--- src/rtl/lsu_pkg.sv ---
// Shared state encoding, funct3 codes and access-size helpers for the load/store unit.
package lsu_pkg;

    typedef enum logic [1:0] {
        IDLE = 2'd0,
        ACC0 = 2'd1,
        ACC1 = 2'd2,
        RESP = 2'd3
    } lsu_state_t;

    localparam logic [2:0] F3_B  = 3'b000;
    localparam logic [2:0] F3_H  = 3'b001;
    localparam logic [2:0] F3_W  = 3'b010;
    localparam logic [2:0] F3_BU = 3'b100;
    localparam logic [2:0] F3_HU = 3'b101;

    // Byte-lane mask of an access before it is shifted to its byte offset.
    function automatic logic [3:0] size_mask(input logic [2:0] funct3);
        logic [3:0] mask;
        case (funct3)
            F3_B, F3_BU: mask = 4'b0001;
            F3_H, F3_HU: mask = 4'b0011;
            F3_W:        mask = 4'b1111;
            default:     mask = 4'b0000;
        endcase
        return mask;
    endfunction

    // Stores only have signed-looking encodings; the unsigned ones are load-only.
    function automatic logic funct3_legal(input logic is_store, input logic [2:0] funct3);
        logic ok;
        case (funct3)
            F3_B, F3_H, F3_W: ok = 1'b1;
            F3_BU, F3_HU:     ok = !is_store;
            default:          ok = 1'b0;
        endcase
        return ok;
    endfunction

endpackage

--- src/rtl/lsu_load_align.sv ---
// Extracts the addressed bytes from the two-word merge register and extends them.
module lsu_load_align
    import lsu_pkg::*;
(
    input  logic [63:0] i_merge,
    input  logic [1:0]  i_off,
    input  logic [2:0]  i_funct3,
    output logic [31:0] o_rdata
);

    logic [31:0] w_low;

    // Drop the leading offset bytes, then sign- or zero-extend to 32 bits.
    always_comb begin
        w_low = i_merge[{i_off, 3'b000} +: 32];
        case (i_funct3)
            F3_B:    o_rdata = {{24{w_low[7]}}, w_low[7:0]};
            F3_BU:   o_rdata = {24'h000000, w_low[7:0]};
            F3_H:    o_rdata = {{16{w_low[15]}}, w_low[15:0]};
            F3_HU:   o_rdata = {16'h0000, w_low[15:0]};
            F3_W:    o_rdata = w_low;
            default: o_rdata = 32'h0000_0000;
        endcase
    end

endmodule

--- src/rtl/load_store_unit.sv ---
// RV32I load/store initiator: splits unaligned accesses into up to two word
// transactions, merges read bytes, and returns one response per request.
module load_store_unit
    import lsu_pkg::*;
#(
    parameter int ADDR_WIDTH = 32,
    parameter int DATA_WIDTH = 32,
    parameter int MEM_SIZE   = 1024
) (
    input  logic                  clk,
    input  logic                  reset_n,
    input  logic                  req_valid,
    output logic                  req_ready,
    input  logic                  req_store,
    input  logic [2:0]            req_funct3,
    input  logic [ADDR_WIDTH-1:0] req_addr,
    input  logic [DATA_WIDTH-1:0] req_wdata,
    output logic [ADDR_WIDTH-1:0] mem_addr,
    output logic [DATA_WIDTH-1:0] mem_wdata,
    output logic                  mem_we,
    output logic [3:0]            mem_be,
    input  logic [DATA_WIDTH-1:0] mem_rdata,
    output logic                  resp_valid,
    output logic [DATA_WIDTH-1:0] resp_rdata,
    output logic                  resp_err
);

    // Highest legal word address, one bit wider than the address so that a
    // split access wrapping past 2^ADDR_WIDTH compares as out of range.
    localparam logic [ADDR_WIDTH:0] LAST_WORD = (ADDR_WIDTH + 1)'(MEM_SIZE * 4 - 4);

    // Reset synchroniser: assertion is immediate, release is aligned to clk.
    logic r_rst_meta;
    logic r_rst_sync;

    lsu_state_t r_state;
    lsu_state_t w_state_next;

    logic                  r_store;
    logic [2:0]            r_funct3;
    logic [ADDR_WIDTH-1:0] r_addr;
    logic [DATA_WIDTH-1:0] r_wdata;
    logic                  r_err;
    logic [63:0]           r_merge;

    logic                  w_accept;
    logic [7:0]            w_req_lane;
    logic                  w_req_split;
    logic [ADDR_WIDTH-1:0] w_req_base;
    logic [ADDR_WIDTH:0]   w_req_last;
    logic                  w_req_oob;
    logic                  w_req_err;

    logic [7:0]              w_lane;
    logic [ADDR_WIDTH-1:0]   w_base;
    logic [2*DATA_WIDTH-1:0] w_wshift;
    logic [DATA_WIDTH-1:0]   w_rd_lanes;
    logic [31:0]             w_align_rdata;

    // Two-stage synchroniser generating the internal reset.
    always_ff @(posedge clk or negedge reset_n) begin
        if (!reset_n) begin
            r_rst_meta <= 1'b0;
            r_rst_sync <= 1'b0;
        end else begin
            r_rst_meta <= 1'b1;
            r_rst_sync <= r_rst_meta;
        end
    end

    assign w_accept = req_valid && (r_state == IDLE);

    // Decode of the incoming request: lane span, last word touched, and legality.
    always_comb begin
        w_req_lane  = {4'b0000, size_mask(req_funct3)} << req_addr[1:0];
        w_req_split = |w_req_lane[7:4];
        w_req_base  = {req_addr[ADDR_WIDTH-1:2], 2'b00};
        w_req_last  = {1'b0, w_req_base} + {{(ADDR_WIDTH-2){1'b0}}, w_req_split, 2'b00};
        w_req_oob   = w_req_last > LAST_WORD;
        w_req_err   = !funct3_legal(req_store, req_funct3) || w_req_oob;
    end

    // Lane mask and store data of the latched request, shifted over two words.
    always_comb begin
        w_lane   = {4'b0000, size_mask(r_funct3)} << r_addr[1:0];
        w_base   = {r_addr[ADDR_WIDTH-1:2], 2'b00};
        w_wshift = {{DATA_WIDTH{1'b0}}, r_wdata} << {r_addr[1:0], 3'b000};
    end

    // Keep only the read bytes belonging to the access; others merge in as zero.
    genvar gi;
    generate
        for (gi = 0; gi < 4; gi++) begin : g_lane
            assign w_rd_lanes[8*gi +: 8] = mem_be[gi] ? mem_rdata[8*gi +: 8] : 8'h00;
        end
    endgenerate

    // State register.
    always_ff @(posedge clk or negedge r_rst_sync) begin
        if (!r_rst_sync) begin
            r_state <= IDLE;
        end else begin
            r_state <= w_state_next;
        end
    end

    // Next-state logic: errors skip the memory phases entirely.
    always_comb begin
        w_state_next = r_state;
        case (r_state)
            IDLE: begin
                if (w_accept) begin
                    w_state_next = w_req_err ? RESP : ACC0;
                end
            end
            ACC0:    w_state_next = (|w_lane[7:4]) ? ACC1 : RESP;
            ACC1:    w_state_next = RESP;
            RESP:    w_state_next = IDLE;
            default: w_state_next = IDLE;
        endcase
    end

    // Request latch and load-data merge register.
    always_ff @(posedge clk or negedge r_rst_sync) begin
        if (!r_rst_sync) begin
            r_store  <= 1'b0;
            r_funct3 <= 3'b000;
            r_addr   <= '0;
            r_wdata  <= '0;
            r_err    <= 1'b0;
            r_merge  <= '0;
        end else if (w_accept) begin
            r_store  <= req_store;
            r_funct3 <= req_funct3;
            r_addr   <= req_addr;
            r_wdata  <= req_wdata;
            r_err    <= w_req_err;
            r_merge  <= '0;
        end else if ((r_state == ACC0) && !r_store) begin
            r_merge[31:0] <= w_rd_lanes;
        end else if ((r_state == ACC1) && !r_store) begin
            r_merge[63:32] <= w_rd_lanes;
        end
    end

    lsu_load_align u_align (
        .i_merge  (r_merge),
        .i_off    (r_addr[1:0]),
        .i_funct3 (r_funct3),
        .o_rdata  (w_align_rdata)
    );

    // Output decode from state; strobes are state-qualified so a reset drops them at once.
    always_comb begin
        req_ready  = 1'b0;
        mem_addr   = w_base;
        mem_wdata  = w_wshift[DATA_WIDTH-1:0];
        mem_we     = 1'b0;
        mem_be     = 4'b0000;
        resp_valid = 1'b0;
        resp_err   = 1'b0;
        resp_rdata = '0;
        case (r_state)
            IDLE: req_ready = 1'b1;
            ACC0: begin
                mem_be = w_lane[3:0];
                mem_we = r_store;
            end
            ACC1: begin
                mem_addr  = w_base + ADDR_WIDTH'(4);
                mem_wdata = w_wshift[2*DATA_WIDTH-1:DATA_WIDTH];
                mem_be    = w_lane[7:4];
                mem_we    = r_store;
            end
            RESP: begin
                resp_valid = 1'b1;
                resp_err   = r_err;
                if (!r_err && !r_store) begin
                    resp_rdata = w_align_rdata;
                end
            end
            default: ;
        endcase
    end

endmodule

--- config.mk ---
export PLATFORM = sky130hd
export DESIGN_NAME = load_store_unit
export DESIGN_NICKNAME = d
export VERILOG_FILES = /design/src/rtl/lsu_pkg.sv /design/src/rtl/lsu_load_align.sv /design/src/rtl/load_store_unit.sv
export SDC_FILE = /design/constraint.sdc
export NUM_CORES = 1
export LEC_CHECK = 0
export ABC_AREA = 0
export BUFFER_PORTS_ARGS = -buffer_cell sky130_fd_sc_hd__buf_4
export CORE_MARGIN = 2
export CORE_UTILIZATION = 56
export CTS_BUF_LIST = sky130_fd_sc_hd__clkbuf_4 sky130_fd_sc_hd__clkbuf_8
export DETAILED_ROUTE_END_ITERATION = 8
export HOLD_SLACK_MARGIN = 0.02
export PLACE_DENSITY_LB_ADDON = 0.15
export SLEW_MARGIN = 5
export SYNTH_ARGS = -nofsm -noshare
export SYNTH_HDL_FRONTEND = slang
export SYNTH_SLANG_ARGS = --single-unit
export TNS_END_PERCENT = 50
--- constraint.sdc ---
create_clock -name clk -period 5.2 [get_ports clk]
set_input_delay 1.56 -clock clk [delete_from_list [all_inputs] [get_ports clk]]
set_output_delay 1.56 -clock clk [all_outputs]
set_load 0.05 [all_outputs]
======== After elaboration in Yosys (flattened, before gate mapping) ========
Index checks and enable logic that the tools add are counted.
storage, ports and cells
  flip-flop bits (word level) ............. 137
  input bits .............................. 103
  output and inout port bits .............. 104
  word-level logic and storage cells ...... 79
cells by class
  $add $sub $neg .......................... 2
  magnitude comparators ................... 1
  eq/ne operators ......................... 13
  shift operators ......................... 4
  muxes and demuxes ....................... 25
  reduce and logical (&&, ||, !) cells .... 24
operators by type and width
  cell                                                                    count
  32-bit 2-to-1 mux                                                       7
  32-bit case mux with 5 select lines                                     1
  64-bit 2-to-1 mux                                                       1
  64-bit by 6-bit variable part select with 32-bit output                 1
  32-bit by 5-bit left shift with 64-bit output                           1
  32-bit by 3-bit adder with 33-bit output                                1
  33-bit by 12-bit > comparator with 1-bit output, second input constant  1
  32-bit by 3-bit adder with 32-bit output, second input constant         1
  8-bit 2-to-1 mux                                                        4
  4-bit case mux with 3 select lines                                      2
  4-bit by 2-bit left shift with 8-bit output                             2
  3-bit == test, second input constant                                    4
  2-bit OR reduction                                                      6
  2-bit case mux with 4 select lines                                      1
  4-bit case mux with 2 select lines                                      1
  4-bit OR reduction                                                      2
  3-bit by 1-bit == test with 1-bit output, second input constant         2
  3-bit by 2-bit == test with 1-bit output, second input constant         2
  3-bit zero test                                                         2
  1-bit 2-to-1 mux                                                        5
  2-bit == test, second input constant                                    2
  1-bit logical AND                                                       4
  1-bit zero test                                                         4
  2-bit 2-to-1 mux                                                        2
  8 further kinds                                                         10

======== Depth between registers and ports, before layout ========
  word-level depth ........................ 11
  mapped depth ............................ 12
  gate-level depth less buffers ........... 12

======== Cells and area by module ========
From an unflattened synthesis, not the netlist that was laid out.
unflattened totals
  cell total of the unflattened synthesis .. 963
  area total of the unflattened synthesis .. 8,614.5 µm²
by module, submodules not included
  module           times used  cells each  area each (µm²)  seq. area each (µm²)
  load_store_unit  1           846         7,410.9          3,428.3
  lsu_load_align   1           117         1,203.7          0.0

======== Least setup slack after synthesis ========
No wires, ideal clock.
  kind .................................... register to output
  start point ............................. reg r_state[0]
  end point ............................... out mem_addr[28]
  data arrival time ....................... 2,662 ps
  data required time ...................... 3,640 ps
  slack ................................... 978 ps
  cell stages (with the launch flop) ...... 11
  path buffers ............................ 1
  cell sequence ........................... dfrtp_1 inv_1 ha_1 buf_2 nand2_1 nor2_1 nand3_2 or3_4 nor2_1 nand2_1 xnor2_1
between the ends
  longest elaborated chain between the ends .. 2
RTL lines
  element                 RTL line                text
  from (decl)             load_store_unit.sv:36   lsu_state_t r_state;
  from (signal assigned)  load_store_unit.sv:103  r_state <= w_state_next;
  2-bit == test           load_store_unit.sv:163  case (r_state)
  32-bit 2-to-1 mux       load_store_unit.sv:163
  to (decl)               load_store_unit.sv:18   output logic [ADDR_WIDTH-1:0] mem_addr,
Every way passes these cells.

======== Worst setup path in the final report ========
  start point ............................. reg r_addr[0]
  end point ............................... out resp_rdata[28]
between the ends
  longest elaborated chain between the ends .. 4
RTL lines
  element                                                  RTL line                text
  from (decl)                                              load_store_unit.sv:41   logic [ADDR_WIDTH-1:0] r_addr;
  from (signal assigned)                                   load_store_unit.sv:135  r_addr <= req_addr;
  64-bit by 6-bit variable part select with 32-bit output  lsu_load_align.sv:15    w_low = i_merge[{i_off, 3'b000} +: 32];
  32-bit case mux with 5 select lines                      lsu_load_align.sv:16    case (i_funct3)
  32-bit 2-to-1 mux                                        load_store_unit.sv:178  if (!r_err && !r_store) begin
  32-bit 2-to-1 mux                                        load_store_unit.sv:163
  to (decl)                                                load_store_unit.sv:24   output logic [DATA_WIDTH-1:0] resp_rdata,
Every way passes these cells.

==> impl_metrics.csv <==
group,metric,value,unit
global_route,antenna_found_initial,0,
yosys,synth_async_sr_flop_share,100,%
critical_path,critPathKind,"reg2out",
layout,areaGrowthSynthToFinish,24.0,%
critical_path,timing.rr.end,"r_merge[26]",
layout,antenna_cells,0,
clock_tree,cts.htree.levels,4,
worst_hold_path,min-delay-start,"r_rst_meta",
sta,skew,13.9,ps
power,seqPwrFrac,29.3,%
critical_path,crit_arrival,3070,ps
power,p_sw_share,52.2,%
sta,fin_crit,4630,ps
yosys,postSynthCellCount,984,
sta,max_freq,0.216,GHz
die,coreArea,14400,um2
critical_path,worstRegToRegCells,5,
sta,rsz0062_at_grt,"false",
worst_hold_path,worst_hold_path.endpoint,"r_rst_sync",
worst_hold_path,hold_depth,0,
yosys,synth_area,8210,um2
critical_path,worstReg2RegStart,"r_state[1]",
sta,holdWs,369,ps
worst_hold_path,min_path_type,"reg2reg",
global_route,track_usage,29.8,%
place,gp_congestion,0.899,
sta,setup_viol_count_final,0,
critical_path,startpoint_type,"register",
global_route,grt_pass1_vias,7449,
clock_tree,root_buffer,"clkbuf_8",
drt,detail_route.iter0.violations,756,
place,dpl.hpwl,16000,um
yosys,yosysWarningCount,0,
place,post-place-ws,1050,ps
power,clkPwrFrac,14.6,%
drt,drcViolationCount,0,
drt,via_count,7870,
power,power_frac_comb,56.1,%
power,vdd_drop_max,492,uV
die,rows,44,
power,p_int,2.96,mW
power,p_per_area,609,nW/um2
critical_path,crit_path_end_kind,"output pin",
yosys,yosys.area.top_type,"dfrtp_1",
power,p_leak,4.71,nW
critical_path,startpoint,"r_addr[0]",
critical_path,crit_path_max_incr_delay,1110,ps
die,initial_utilization,56.9,%
drt,dr.pass1.iters,7,
layout,final_cell_area,10200,um2
yosys,synth_cell_types,65,
sta,hold_viol,0,
sta,worst_slew_pin_slew,1200,ps
sta,setup_slack,566,ps
die,die_width,125,um
drt,routed_via_density,5.85,
clock_tree,post_cts_buffers,0,
global_route,grt-ovfl-total,0,
critical_path,cp_max_fo,66,
critical_path,path_cells,"a21oi_1 > nor2_1 > a21oi_1 > or3_1 > a21oi_1 > buf_4",
global_route,grt_pass1_wl,37700,um
die,dieArea,15600,um2
yosys,synthTopCellsByArea,"dfrtp_1 (39%), nand2_1 (14%), mux4_2 (8.0%)",
clock_tree,cts_sinks,129,
clock_tree,clockBufferDepth,2,
yosys,ys_ff_latch,129,
layout,layout-drive-gt1-share,25.8,%
job,max_cap_violations,0,
layout,final_nets,1258,
sta,setup_tns,0,ps
clock_tree,cts_tree,"built",
critical_path,crit_path_frequent_cell,"a21oi_1",
sta,drv_slew,0,
place,dpl_cell_area,9760,um2
clock_tree,cts_inserted_buffers,17,
clock_tree,clk_latency,460,ps
drt,finalWirelength,23300,um
yosys,synth-edff-count,0,
critical_path,worst_path_max_delay_cell,"dfrtp_4",
critical_path,required,3640,ps
die,ioPinCount,207,
outcome,status,"complete, no violations",
yosys,synth_top_cell_area_share,39.3,%
critical_path,worst-r2r-setup-slack,2550,ps
die,die_h,125,um
power,switchingPower,3.23,mW
place,port_buffers,204,
sta,relSlewSlack,20.0,%
clock_tree,hold_buffers,0,
drt,wire_per_inst,17.3,um
yosys,ys.flop_type,"dfrtp_1",
yosys,synth_seq_area_share,39.3,%
yosys,synth_common_cells,"nand2_1 (313), dfrtp_1 (129), a21oi_1 (87)",
clock_tree,cts.repair.resized,0,
sta,fin_crit_sh,89.1,%
drt,final_antenna_net_count,0,
yosys,synth_area_per_cell,8.34,um2
global_route,grt_start_max_net_pins,80,
clock_tree,cts.clk_slew.worst_paths,80,ps
yosys,yosysMostFrequentCell,"nand2_1",
==> power groups by stage <==
stage	sequential [mW]	clock, mW	combinational, mW
5_1_grt	1.88	0.955	3.70
6_report	1.81	0.906	3.47
3_5_place_dp	1.82	0	3.46
3_3_place_gp	1.81	0	3.43
2_1_floorplan	1.58	0	2.70
4_1_cts	1.81	0.912	3.47
==> metrics by stage <==
step	util (%)	std cells	total power, mW
finish	70.6	1345	6.19
global route	70.6	1345	6.53
CTS	70.6	1345	6.19
detailed placement	67.7	1313	5.29
global placement	67.7	1313	5.24
floorplan	-	985	4.27
==> critical path: cells and delay by family (launching register included) <==
kind                   cells  cell delay [ps]
AND/OR/NAND/NOR            2              750
buffers and inverters      1              220
flip-flops                 1             1110
AO/OA/AOI/OAI              3              530
==> sequential cells by signal, indices dropped and copies added, names as in the netlist <==
name / cells
r_merge: 56
r_addr: 32
r_wdata: 32
r_funct3: 3
r_state: 2
r_err: 1
r_rst_meta: 1
r_rst_sync: 1
r_store: 1
==> metal layers <==
| layer | GRT usage (%) | wire (um) | vias up |
|---|---|---|---|
| met4 | 9.87 | 512 | 0 |
| met1 | 41.4 | 9940 | 3734 |
| met2 | 46.5 | 10900 | 351 |
| met3 | 6.97 | 1930 | 40 |
| li1 | - | - | 3745 |
| met5 | 0 | 0 | - |
==> layout by cell type (no fill, tap or decap), drive strengths merged, types with 9 or more instances in the layout <==
master	n
a21oi	87
a22o	16
and2	13
and3	11
buf	216
clkbuf	21
dfrtp	129
inv	9
mux2i	28
mux4	29
nand2	313
nand3	66
nand4	15
nor2	38
nor2b	13
o21ai	31
o22ai	10
xnor2	22
xor2	9
==> worst max path at each step <==
| stage | end | slack (ps) | depth (start not counted) |
|---|---|---|---|
| after global routing | resp_rdata[21] | 290 | 6 |
| final | resp_rdata[28] | 570 | 6 |
| after global placement | resp_rdata[31] | 1150 | 6 |
| after floorplan | mem_addr[28] | 980 | 10 |
| after detailed placement | resp_rdata[29] | 1050 | 6 |
| after CTS | resp_rdata[29] | 540 | 6 |
==> logic make-up after synthesis <==
| logic type | synth area share, % |
|---|---|
| AO/OA/AOI/OAI | 12.1 |
| other | 0.0915 |
| XOR/XNOR | 3.31 |
| AND/OR/NAND/NOR | 28.0 |
| buffers and inverters | 4.30 |
| multiplexers | 11.8 |
| flip-flops | 39.3 |
| adder cells (fa/ha/maj) | 1.07 |
==> layout make-up <==
class / instances / area [um2]
Multi-Input combinational cell: 775 / 4640
Fill cell: 1195 / 4250
Sequential cell: 129 / 3240
Timing Repair Buffer: 216 / 1620
Clock buffer: 21 / 277
Tap cell: 184 / 230
Clock inverter: 11 / 136
Inverter: 9 / 33.8
Note: power is estimated with default switching activity, not from simulation.
